[src/rtl/count_display_driver_pkg.sv]
// Shared types, widths and the seven-segment decode for the count display path.
// Leading-zero blanking in the top level is enabled by LEADING_ZERO_BLANK_EN.
package count_display_pkg;

    localparam int unsigned VALUE_W    = 8;
    localparam int unsigned NIBBLE_W   = 4;
    localparam int unsigned BCD_W      = 12;
    localparam int unsigned SHIFT_W    = BCD_W + VALUE_W;
    localparam int unsigned SEG_W      = 7;
    localparam int unsigned AN_W       = 4;
    localparam int unsigned NUM_SHIFTS = 8;
    localparam int unsigned BIT_CNT_W  = 3;

    localparam logic [SEG_W-1:0] SEG_BLANK = 7'h7F;
    localparam logic [AN_W-1:0]  AN_OFF    = 4'hF;

    typedef enum logic [1:0] {
        IDLE  = 2'd0,
        SHIFT = 2'd1,
        LATCH = 2'd2
    } conv_state_t;

    typedef logic [1:0] digit_idx_t;

    typedef struct packed {
        logic [NIBBLE_W-1:0] hundreds;
        logic [NIBBLE_W-1:0] tens;
        logic [NIBBLE_W-1:0] ones;
    } bcd_t;

    // Active-low {g,f,e,d,c,b,a}; non-decimal nibbles render blank.
    function automatic logic [SEG_W-1:0] seg_decode(input logic [NIBBLE_W-1:0] nib);
        logic [SEG_W-1:0] seg;
        case (nib)
            4'd0:    seg = 7'b1000000;
            4'd1:    seg = 7'b1111001;
            4'd2:    seg = 7'b0100100;
            4'd3:    seg = 7'b0110000;
            4'd4:    seg = 7'b0011001;
            4'd5:    seg = 7'b0010010;
            4'd6:    seg = 7'b0000010;
            4'd7:    seg = 7'b1111000;
            4'd8:    seg = 7'b0000000;
            4'd9:    seg = 7'b0010000;
            default: seg = SEG_BLANK;
        endcase
        return seg;
    endfunction

    // Double-dabble correction applied to each BCD nibble before a shift.
    function automatic logic [NIBBLE_W-1:0] dabble_adj(input logic [NIBBLE_W-1:0] nib);
        return (nib >= 4'd5) ? nib + 4'd3 : nib;
    endfunction

endpackage

[src/rtl/count_display_driver_bcd_converter.sv]
// Free-running sequential double-dabble: 8-bit binary to 3-digit BCD every 10 clocks.
// bcd only changes in LATCH, so it never shows a partial conversion.
module bcd_converter
    import count_display_pkg::*;
(
    input  logic               clk,
    input  logic               reset,
    input  logic [VALUE_W-1:0] value,
    output logic [BCD_W-1:0]   bcd,
    output logic               busy
);

    conv_state_t            r_state;
    conv_state_t            w_state_next;
    logic [SHIFT_W-1:0]     r_shift;
    logic [SHIFT_W-1:0]     w_shift_next;
    logic [SHIFT_W-1:0]     w_shift_adj;
    logic [BIT_CNT_W-1:0]   r_bit_cnt;
    logic [BIT_CNT_W-1:0]   w_bit_cnt_next;
    logic [BCD_W-1:0]       r_bcd;
    logic [BCD_W-1:0]       w_bcd_next;
    logic                   r_busy;

    always_ff @(posedge clk or posedge reset) begin
        if (reset) begin
            r_state   <= IDLE;
            r_shift   <= '0;
            r_bit_cnt <= '0;
            r_bcd     <= '0;
            r_busy    <= 1'b0;
        end else begin
            r_state   <= w_state_next;
            r_shift   <= w_shift_next;
            r_bit_cnt <= w_bit_cnt_next;
            r_bcd     <= w_bcd_next;
            r_busy    <= (w_state_next != IDLE);
        end
    end

    // Next-state and datapath for capture / shift / latch.
    always_comb begin
        w_state_next   = r_state;
        w_shift_next   = r_shift;
        w_bit_cnt_next = r_bit_cnt;
        w_bcd_next     = r_bcd;
        w_shift_adj    = {dabble_adj(r_shift[19:16]),
                          dabble_adj(r_shift[15:12]),
                          dabble_adj(r_shift[11:8]),
                          r_shift[7:0]};
        case (r_state)
            IDLE: begin
                w_shift_next   = {12'h000, value};
                w_bit_cnt_next = '0;
                w_state_next   = SHIFT;
            end
            SHIFT: begin
                w_shift_next   = w_shift_adj << 1;
                w_bit_cnt_next = r_bit_cnt + BIT_CNT_W'(1);
                if (r_bit_cnt == BIT_CNT_W'(NUM_SHIFTS - 1)) begin
                    w_state_next = LATCH;
                end
            end
            LATCH: begin
                w_bcd_next   = r_shift[19:8];
                w_state_next = IDLE;
            end
            default: begin
                w_state_next = IDLE;
            end
        endcase
    end

    assign bcd  = r_bcd;
    assign busy = r_busy;

endmodule

[src/rtl/count_display_driver.sv]
// Drives a 4-digit common-anode multiplexed display from the 8-bit count.
// Define LEADING_ZERO_BLANK_EN to blank leading zeros in the hundreds and tens digits.
module count_display_driver
    import count_display_pkg::*;
#(
    parameter int unsigned REFRESH_MAX = 100000
) (
    input  logic               clk,
    input  logic               reset,
    input  logic [VALUE_W-1:0] value,
    output logic [BCD_W-1:0]   bcd,
    output logic               busy,
    output logic [SEG_W-1:0]   seg,
    output logic [AN_W-1:0]    an,
    output logic               dp
);

    localparam int unsigned REFRESH_W = (REFRESH_MAX > 1) ? $clog2(REFRESH_MAX) : 1;
    localparam logic [REFRESH_W-1:0] REFRESH_LAST = REFRESH_W'(REFRESH_MAX - 1);

    logic [BCD_W-1:0]     w_bcd;
    logic                 w_busy;
    bcd_t                 w_digits;
    logic [REFRESH_W-1:0] r_refresh_cnt;
    logic [REFRESH_W-1:0] w_refresh_next;
    digit_idx_t           r_digit_idx;
    digit_idx_t           w_digit_idx_next;
    logic [SEG_W-1:0]     r_seg;
    logic [SEG_W-1:0]     w_seg_next;
    logic [AN_W-1:0]      r_an;
    logic [AN_W-1:0]      w_an_next;
    logic                 w_blank_hundreds;
    logic                 w_blank_tens;

    bcd_converter u_bcd_converter (
        .clk   (clk),
        .reset (reset),
        .value (value),
        .bcd   (w_bcd),
        .busy  (w_busy)
    );

    assign w_digits = bcd_t'(w_bcd);

`ifdef LEADING_ZERO_BLANK_EN
    assign w_blank_hundreds = (w_digits.hundreds == 4'd0);
    assign w_blank_tens     = (w_digits.hundreds == 4'd0) && (w_digits.tens == 4'd0);
`else
    assign w_blank_hundreds = 1'b0;
    assign w_blank_tens     = 1'b0;
`endif

    always_ff @(posedge clk or posedge reset) begin
        if (reset) begin
            r_refresh_cnt <= '0;
            r_digit_idx   <= '0;
            r_seg         <= SEG_BLANK;
            r_an          <= AN_OFF;
        end else begin
            r_refresh_cnt <= w_refresh_next;
            r_digit_idx   <= w_digit_idx_next;
            r_seg         <= w_seg_next;
            r_an          <= w_an_next;
        end
    end

    // Slot timer: the digit index steps once per REFRESH_MAX clocks.
    always_comb begin
        w_refresh_next   = r_refresh_cnt + REFRESH_W'(1);
        w_digit_idx_next = r_digit_idx;
        if (r_refresh_cnt == REFRESH_LAST) begin
            w_refresh_next   = '0;
            w_digit_idx_next = r_digit_idx + 2'd1;
        end
    end

    // seg and an are loaded from the upcoming index together so the digits never ghost.
    always_comb begin
        w_seg_next = SEG_BLANK;
        w_an_next  = AN_OFF;
        case (w_digit_idx_next)
            2'd0: begin
                w_an_next  = 4'b1110;
                w_seg_next = seg_decode(w_digits.ones);
            end
            2'd1: begin
                w_an_next  = 4'b1101;
                w_seg_next = w_blank_tens ? SEG_BLANK : seg_decode(w_digits.tens);
            end
            2'd2: begin
                w_an_next  = 4'b1011;
                w_seg_next = w_blank_hundreds ? SEG_BLANK : seg_decode(w_digits.hundreds);
            end
            default: begin
                w_an_next  = AN_OFF;
                w_seg_next = SEG_BLANK;
            end
        endcase
    end

    assign bcd  = w_bcd;
    assign busy = w_busy;
    assign seg  = r_seg;
    assign an   = r_an;
    assign dp   = 1'b1;

endmodule

[config.mk]
export PLATFORM = sky130hd
export DESIGN_NAME = count_display_driver
export DESIGN_NICKNAME = d
export VERILOG_FILES = /design/src/rtl/count_display_driver_pkg.sv /design/src/rtl/count_display_driver_bcd_converter.sv /design/src/rtl/count_display_driver.sv
export SDC_FILE = /design/constraint.sdc
export NUM_CORES = 1
export LEC_CHECK = 0
export ABC_CLOCK_PERIOD_IN_PS = 2600
export CELL_PAD_IN_SITES_DETAIL_PLACEMENT = 1
export CELL_PAD_IN_SITES_GLOBAL_PLACEMENT = 1
export CORE_MARGIN = 3
export CORE_UTILIZATION = 46
export CTS_BUF_LIST = sky130_fd_sc_hd__clkbuf_8
export DETAILED_ROUTE_END_ITERATION = 6
export GPL_TIMING_DRIVEN = 0
export PLACE_DENSITY = 0.89
export SETUP_SLACK_MARGIN = 0.5
export SLEW_MARGIN = 40
export SYNTH_ARGS = -nofsm -noshare
export SYNTH_HDL_FRONTEND = slang
export SYNTH_SLANG_ARGS = --single-unit
[constraint.sdc]
create_clock -name clk -period 2.6 [get_ports clk]
set_input_delay 0.52 -clock clk [delete_from_list [all_inputs] [get_ports clk]]
set_output_delay 0.52 -clock clk [all_outputs]
set_load 0.02 [all_outputs]
### After elaboration in Yosys (flattened, before gate mapping)

Memory sizes are Yosys's and may differ from the RTL's.
Index checks and enable logic that the tools add are counted.

| storage, ports and cells | value |
|---|---|
| output and inout port bits | 25 |
| bits in read-only memories | 336 |
| bits in registers | 68 |
| memories kept | 3 |

Memory list:

| memory | words | bits a word | rd ports | clocked after Yosys merged registers in | wr ports | line | source |
|---|---|---|---|---|---|---|---|
| (name not given) | 16 | 7 | 1 | 0 | 0 | count_display_driver_pkg.sv:34 | `case (nib)` |
| (name not given) | 16 | 7 | 1 | 0 | 0 | count_display_driver_pkg.sv:34 |  |
| (name not given) | 16 | 7 | 1 | 0 | 0 | count_display_driver_pkg.sv:34 |  |

| operators by class | value |
|---|---|
| magnitude comparators | 3 |
| reductions and logical operators | 4 |
| add/sub/neg operators | 6 |
| muxes and demuxes | 11 |
| equal/unequal tests | 6 |

Operator list:

| cell | number |
|---|---|
| $pmux 20 s2 | 1 |
| $pmux 7 s3 | 1 |
| $add 17x1->17 const B | 1 |
| $eq 17x17->1 const B | 1 |
| $mux 17 | 1 |
| $ge 4x3->1 const B | 3 |
| $pmux 3 s3 | 1 |
| $add 4x2->4 const B | 2 |
| $mux 4 | 2 |
| $pmux 3 s2 | 1 |
| $eq 2x1->1 const B | 2 |
| $eq 2x2->1 const B | 2 |
| $logic_not 2->1 | 2 |
| $mux 2 | 2 |
| $pmux 2 s2 | 1 |
| $reduce_bool 2->1 | 2 |
| $add 3x1->3 const B | 1 |
| $add 3x2->3 const B | 1 |
| $eq 3x3->1 const B | 1 |
| $mux 3 | 1 |
| $add 2x1->2 const B | 1 |

### Depth between registers and ports, before layout

Gate-level depths: netlist of run 1.

| logic depth | value |
|---|---|
| word-level depth | 4 |
| depth in mapped cells | 9 |
| gate-level depth less buffers | 7 |

### Cells and area by module

From an unflattened synthesis of run 1, not the netlist that was laid out.

| second synthesis, totals | value |
|---|---|
| cells, all modules | 400 |
| area, all modules | 4007.6 um^2 |

By module, submodules not included:

| module | area each (um^2) | times used | cells each |
|---|---|---|---|
| count_display_driver | 2243.4 | 1 | 245 |
| bcd_converter | 1764.2 | 1 | 155 |

### Least setup slack after synthesis of run 1

Ideal clock, no wire load.

| timing path | value |
|---|---|
| path type | register to register |
| start | register r_refresh_cnt[0] |
| end | register r_seg[6], in the netlist seg[6] |
| buffers on the path | 2 |
| required time | 2.512 ns |
| library setup time | 0.088 ns |
| setup slack | 0.800 ns |
| arrival time | 1.712 ns |
| cell stages (with the launch flop) | 8 |
| path through | dfrtp_1 > ha_1 > and4_1 > buf_2 > and4_1 > buf_4 > a31o_1 > a221oi_2 |

| on the way | value |
|---|---|
| longest elaborated chain between the ends | 4 |
| elaborated cells between the ends (all ways) | 6 |
| those cells by class | eq/ne: 3; mux: 2; reduce/logical: 1 |

Ends and longest elaborated chain:

| element | line | source |
|---|---|---|
| start: declaration | count_display_driver.sv:24 | `logic [REFRESH_W-1:0] r_refresh_cnt;` |
| start signal: assignment | count_display_driver.sv:60 | `r_refresh_cnt <= w_refresh_next;` |
| $eq 17x17->1 (*) | count_display_driver.sv:71 | `if (r_refresh_cnt == REFRESH_LAST) begin` |
| $mux 2 (*) | count_display_driver.sv:71 |  |
| $eq 2x2->1, or another cell as far along | count_display_driver.sv:81 | `case (w_digit_idx_next)` |
| $pmux 7 s3 (*) | count_display_driver.sv:81 |  |
| net w_seg_next[6] | count_display_driver.sv:29 | `logic [SEG_W-1:0] w_seg_next;` |
| end signal: assignment | count_display_driver.sv:62 | `r_seg <= w_seg_next;` |
| end: declaration | count_display_driver.sv:28 | `logic [SEG_W-1:0] r_seg;` |

The timed path passes the listed nets; every way through them passes the cells marked *.
A chain may end at the register's enable or synchronous reset.

### Worst setup path after layout of run 1

| timing path | value |
|---|---|
| start | register r_refresh_cnt[0] |
| end | register r_seg[4], in the netlist seg[4] |

The elaborated chain is that of the path after synthesis.

==> results of run 1 <==
-- state kept, by name (all words and copies together), names as in the netlist --
name and flops:
u_bcd_converter.r_state 2, r_refresh_cnt 17, seg 7, an 3
u_bcd_converter.r_bit_cnt 3, u_bcd_converter.r_shift 20, u_bcd_converter.busy 1, r_digit_idx 2
u_bcd_converter.bcd 12
-- per-layer routing --
metal	routed length [um]	vias to the layer above	GRT usage
li1	-	1565	-
met1	4240	1670	0.262
met2	5470	80	0.396
met3	421	30	0.0479
met4	294	0	0.0935
met5	0	-	0
-- logic make-up after synthesis --
group / after synthesis / share of synthesized area
XOR/XNOR: 22 / 0.0492
other: 1 / 0.000957
buffers and inverters: 43 / 0.0460
AND/OR/NAND/NOR: 161 / 0.210
multiplexers: 17 / 0.0463
AO/OA/AOI/OAI: 83 / 0.130
flip-flops: 67 / 0.431
adder cells (fa/ha/maj): 27 / 0.0862
-- worst max path at each step --
stage	start	endpoint	slack (ns)	depth (start not counted)
final	r_refresh_cnt[0]	seg[4]	0.54	9
after global routing	r_refresh_cnt[0]	seg[1]	0.47	9
after CTS	r_refresh_cnt[0]	seg[5]	0.53	7
after detailed placement	r_refresh_cnt[0]	seg[1]	0.40	7
after global placement	r_refresh_cnt[0]	seg[1]	0.45	7
after floorplan	r_refresh_cnt[0]	seg[6]	0.80	7
-- synthesized netlist by cell type (2+ instances only) --
| master | count | area share |
|---|---|---|
| xnor2_1 | 18 | 0.040 |
| o41ai_1 | 2 | 0.0045 |
| mux2_2 | 9 | 0.026 |
| o21ai_0 | 33 | 0.042 |
| buf_4 | 4 | 0.0077 |
| dfrtp_1 | 57 | 0.36 |
| nor4b_4 | 2 | 0.012 |
| buf_2 | 3 | 0.0038 |
| nor3_1 | 14 | 0.018 |
| nand3_1 | 16 | 0.020 |
| or3b_2 | 2 | 0.0045 |
| a21oi_1 | 18 | 0.023 |
| a211oi_1 | 4 | 0.0077 |
| and4_1 | 2 | 0.0045 |
| nand2_1 | 40 | 0.038 |
| nor2b_1 | 6 | 0.0096 |
| nand2b_1 | 15 | 0.024 |
| o22ai_1 | 10 | 0.016 |
| xor2_1 | 4 | 0.0089 |
| inv_1 | 20 | 0.019 |
| or2_2 | 3 | 0.0048 |
| nor3b_1 | 4 | 0.0077 |
| nor2_1 | 41 | 0.039 |
| a22o_1 | 3 | 0.0067 |
| buf_1 | 2 | 0.0019 |
| ha_1 | 27 | 0.086 |
| dfstp_2 | 10 | 0.067 |
| nand4_1 | 11 | 0.018 |
| mux2i_1 | 8 | 0.020 |
| and2_1 | 2 | 0.0032 |
| clkbuf_1 | 13 | 0.012 |
| and4b_1 | 2 | 0.0051 |
| o32ai_1 | 7 | 0.016 |
-- report_power, final --
part           switching [mW]  internal, mW  total (mW)
Clock                   0.453         0.547       0.999
Sequential              0.178          1.25        1.42
Combinational           0.902         0.683        1.59
-- cell type report --
cell class / count / area share
buffer: 22 / 0.0232
clock buffer: 9 / 0.0261
multi-input combinational: 312 / 0.437
timing repair buffer: 39 / 0.0912
inverter: 21 / 0.0174
tap: 105 / 0.0277
sequential: 67 / 0.357
clock inverter: 7 / 0.0208
-- stage by stage --
step	util	instances	instance area [sq um]	power, mW
2_1_floorplan	-	422	3930	2.42
3_3_place_gp	0.530	559	4380	2.85
3_5_place_dp	0.540	562	4460	2.97
4_1_cts	0.570	579	4710	4.01
5_1_grt	0.575	582	4740	4.27
6_report	0.575	582	4740	4.01
-- repair_timing --
item / in CTS / in global routing
hold buffers: 0 / 0
setup buffers: 1 / 3
resized for setup: 6 / 4
endpoints found under the setup margin: 6 / 7
==> results.md, run 1 <==
- Status: completed
- Largest net degree at the start of global routing: 23
- Setup crit start kind: register
- Hold Crit Class: input port to async pin
- Synth Flop Type: dfrtp_1
- Flop2flop setup slack: 0.54 ns
- Final setup vio count: 0
- Reg area: approximately 0.0017 sq mm
- First-pass detailed-route iteration total: 4
- Multi-input gate area: between 0.002 and 0.0025 sq mm
- Dpl hpwl: ~7400 um
- F_max: ~500 MHz
- Crit path cell chain: ha_2, and4_1, clkbuf_4, and4_1, buf_4, buf_6, nor2_1, nor3_1, nor3_1
- Arr. time, crit path: 2.31 ns
- Die footprint: roughly 0.0097 sq mm
- CTS root buf: clkbuf_8
- Skew final: 0.0112 ns
- Unique masters post-synth: 42
- P&R area growth vs syn: 21.1%
- Routed Antenna Nets: 0
- Leading cell type in the layout, fill and taps excluded: dfrtp_1
- Post-route clock period utilization: 0.791
- Clock slew at reported path FFs: approximately 0.090 ns
- Worst r2r dst: seg[4]
- H-tree depth reported by CTS: 3
- CP delay by family, top: simple AND/OR/NAND/NOR gates
- First-pass GRT wire length: roughly 17,000 um
- Total GRT Usage: 0.224
- Port Buf Inserts: 32
- Yosys reg bits: 67
- Final min period: just over 2 ns
- Ports: 35
- Synth Instances: about 420
- Post-synth ARST share: 1.00
- Pwr Density: 845 mW/mm^2
- Post-route setup TNS: 0 ns
- Ys Warns: 0
- WHS: around 0.45 ns
- Post-synthesis sequential area ratio: 0.431
- GPL Wtd Cong: 0.824
- Slowest CP cell: dfrtp_1
- Reg2reg start: r_refresh_cnt[0]
- Relative slew slack: 0.591
- Required time of the critical path: between 2 and 3 ns
- Share of cells above drive strength 1: 0.136
- Wire per inst: between 15 and 20 um
- Longest Clk Path Bufs: 2
- Number of flops mapped to enable cells by yosys: 0
- Commonest non-fill, non-tap cells in the layout: dfrtp_1, nor2_1, nand2_1, o21ai_0, clkdlybuf4s50_1
- Site Rows: 33
- Die Y: about 100 um
- Pre-CTS setup slack: between 0.4 and 0.5 ns
- Endpoints failing hold: 0
- Number of CTS-inserted buffers: 9
- Vias: around 3,300
- Type of element capturing the critical path: register
- RSZ-0062 raised after global routing: false
- Vias per cell: 5.75
- WP buf/inv: 3
- Nets: about 510
- N_diodes: 0
- Final worst-path setup slack: 0.544 ns
- Avg Inst Size Synth: between 9 and 10 sq um
- Cells on worst reg2reg path: 9
- Fin. max-slew vios: 0
- Peak VDD IR: around 0.37 mV
- CTS sink cnt: 67
- Number of max-cap violations: 0
- Vias in the first global route: roughly 3,600
- Width of the chip: approximately 98 um
- Clock latency on the worst-skew pair: 0.36 ns
- Worst Tran Pin Value: 0.613 ns
- Leakage: between 2 and 2.5 nW
- Crit-path max FO: 10
- Worst path max stage delay: around 0.43 ns
- Initial DRC count: ~120
- Starting Density: 0.474
- CTS tree: built
- Core Region: 0.00826 sq mm
- # fillers: 969
- Worst setup path class: register to register
- Antenna violations before repair: 0
- Drt total wl: 10,400 um
- Mapped Area: between 0.003 and 0.004 sq mm
- DRC viols: 0
- Residual overflow from global routing: 0
No activity file was read; power rests on OpenSTA's default activity.
==> inputs of run 2 (changes only) <==
ABC_CLOCK_PERIOD_IN_PS = 2000   (was 2600)
clock period = 2 ns   (was 2.6 ns; I/O delays follow)
==> run 2 against run 1 <==
Net effect:
- cell count rose by 7.9%
- total power is 58% higher
- the flow now finishes with violations (setup timing)
- highest routed layer unchanged
- clock-buffer cell count is the same
==> results.md, run 2 (synthesized netlist as in run 1, its figures left out) <==
- Status: finished with violations
- Failing checks: setup timing
- Core Region: 0.00826 sq mm (unchanged)
- Clock latency on the worst-skew pair: 0.38 ns (+0.02 ns)
- DRC viols: 0 (unchanged)
- Largest Register: u_bcd_converter.r_shift
- Placed insts: 562 (unchanged)
- Max reg flops: 20 (unchanged)
- Arr. time, crit path: 2.58 ns (+0.27 ns)
- Endpoints failing hold: 0 (unchanged)
- F_max: 437 MHz (-10%)
- CTS root buf: clkbuf_8
- WHS: 0.314 ns (-0.139 ns)
- Clock slew at reported path FFs: 0.11 ns (+0.02 ns)
- N_diodes: 0 (unchanged)
- Worst r2r dst: seg[0]
- Final Power: 6.35 mW (+58%)
- Final min period: 2.29 ns (+0.234 ns)
- Total GRT Usage: 0.291 (+0.0669)
- Port Buf Inserts: 32 (unchanged)
- CTS tree: built
- Post-route setup TNS: -1.59 ns (-1.59 ns)
- Fin. max-slew vios: 0 (unchanged)
- GPL Wtd Cong: 0.840 (+1.9%)
- CTS sink cnt: 67 (unchanged)
- Wire per inst: 28.4 um (+58%)
- Width of the chip: 98.3 um (unchanged)
- Vias in the first global route: 4,094 (+13%)
- Residual overflow from global routing: 0 (unchanged)
- Number of CTS-inserted buffers: 9 (unchanged)
- Leakage: 2.43 nW (+21%)
- Relative slew slack: 0.583 (-0.00787)
- Setup crit start kind: register
- Vias: 4,064 (+21%)
- Final worst-path setup slack: -0.290 ns (-0.834 ns)
- Drt total wl: 17,800 um (+71%)
- Worst setup path class: register to register
- Flop2flop setup slack: -0.29 ns (-0.83 ns)
- Type of element capturing the critical path: register
- Core Util, Final: 0.681 (+0.107)
- H-tree depth reported by CTS: 3 (unchanged)
- Initial DRC count: 316 (+170%)
- Hold Crit Class: input port to async pin
- Worst Tran Pin Value: 0.625 ns (+0.0118 ns)
- Final setup vio count: 9 (+9)
- Largest net degree at the start of global routing: 24 (+4.3%)
- RSZ-0062 raised after global routing: true
- First-pass GRT wire length: 21,900 um (+25%)
- Cells on worst reg2reg path: 9 (unchanged)
- Peak VDD IR: 0.747 mV (+100%)
- Routed Antenna Nets: 0 (unchanged)
- Post-route clock period utilization: 1.14 (+0.354)
- Number of max-cap violations: 0 (unchanged)
- Share of cells above drive strength 1: 0.407 (+0.271)
- Longest Clk Path Bufs: 2 (unchanged)
- Die footprint: 0.00966 sq mm (unchanged)
- Crit-path max FO: 4 (-6)
- Nets: 555 (+9.0%)
- Reg2reg start: r_refresh_cnt[8]
- Antenna violations before repair: 0 (unchanged)
- Leading cell type in the layout, fill and taps excluded: dfrtp_1
- Site Rows: 33 (unchanged)
- Skew final: 0.0238 ns (+0.0126 ns)
- Vias per cell: 6.47 (+13%)
- Pwr Density: 1130 mW/mm^2 (+34%)
- P&R area growth vs syn: 43.6%
- Ports: 35 (unchanged)
- Dpl hpwl: 7460 um (+0.86%)
- Finished Layout Cells: 628 (+7.9%)
- Commonest non-fill, non-tap cells in the layout: dfrtp_1, nand2_1, buf_4, o21ai_0
- Starting Density: 0.474 (unchanged)
- Die Y: 98.3 um (unchanged)
- Required time of the critical path: 2.29 ns (-0.56 ns)
- First-pass detailed-route iteration total: 6 (+2)
-- run 2: how the worst max path moves through the flow --
stage	startpoint	endpoint	slack, ns	cells past startpoint
floorplan	r_refresh_cnt[0]	seg[6]	0.29	8
global placement	reset	u_bcd_converter.bcd[9]	-0.04	2
detailed placement	r_refresh_cnt[1]	seg[1]	-0.04	7
CTS	r_refresh_cnt[12]	seg[1]	0.15	8
global route	r_refresh_cnt[8]	seg[0]	-0.34	9
finish	r_refresh_cnt[8]	seg[0]	-0.29	9
-- run 2: repair_timing --
action,4_1_cts,5_1_grt
pin swaps,16,27
buffers inserted,23,22
gates cloned,3,2
setup endpoints to repair,67,55
resized for setup,125,108
hold buffers,0,0
-- run 2: layout make-up --
type | instances | area, sq um
Inverter | 21 | 83.8
Buffer | 22 | 161
Tap cell | 105 | 131
Sequential cell | 67 | 1700
Fill cell | 875 | 2630
Multi-Input combinational cell | 312 | 2480
Timing Repair Buffer | 85 | 820
Clock buffer | 9 | 124
Clock inverter | 7 | 119
-- run 2: layer usage --
metal / track usage / vias up / part of all wire
met5: 0 / - / 0
met4: 0.160 / 0 / 0.070
met3: 0.0650 / 109 / 0.070
met2: 0.515 / 276 / 0.50
met1: 0.321 / 2019 / 0.36
li1: - / 1660 / -
-- run 2: stage by stage --
| stage | cell area [sq um] | setup slack, ns |
|---|---|---|
| global route | 5630 | -0.344 |
| detailed placement | 4490 | -0.0363 |
| floorplan | 3970 | 0.292 |
| CTS | 5080 | 0.146 |
| finish | 5630 | -0.290 |
| global placement | 4420 | -0.0401 |
-- run 2: where the power goes --
group / internal [mW] / total, mW / switching [mW]
logic: 1.14 / 3.01 / 1.87
clock network: 0.829 / 1.48 / 0.655
registers: 1.62 / 1.86 / 0.236
-- run 2: worst max-delay path, stage by stage (launching register included) --
cell     delay, ns
dfrtp_1       0.48
nor4b_4       0.42
buf_4         0.21
buf_6         0.09
nand4_1       0.21
buf_4         0.23
buf_6         0.13
nand2_1       0.08
o32ai_1       0.09
nor3_1        0.24
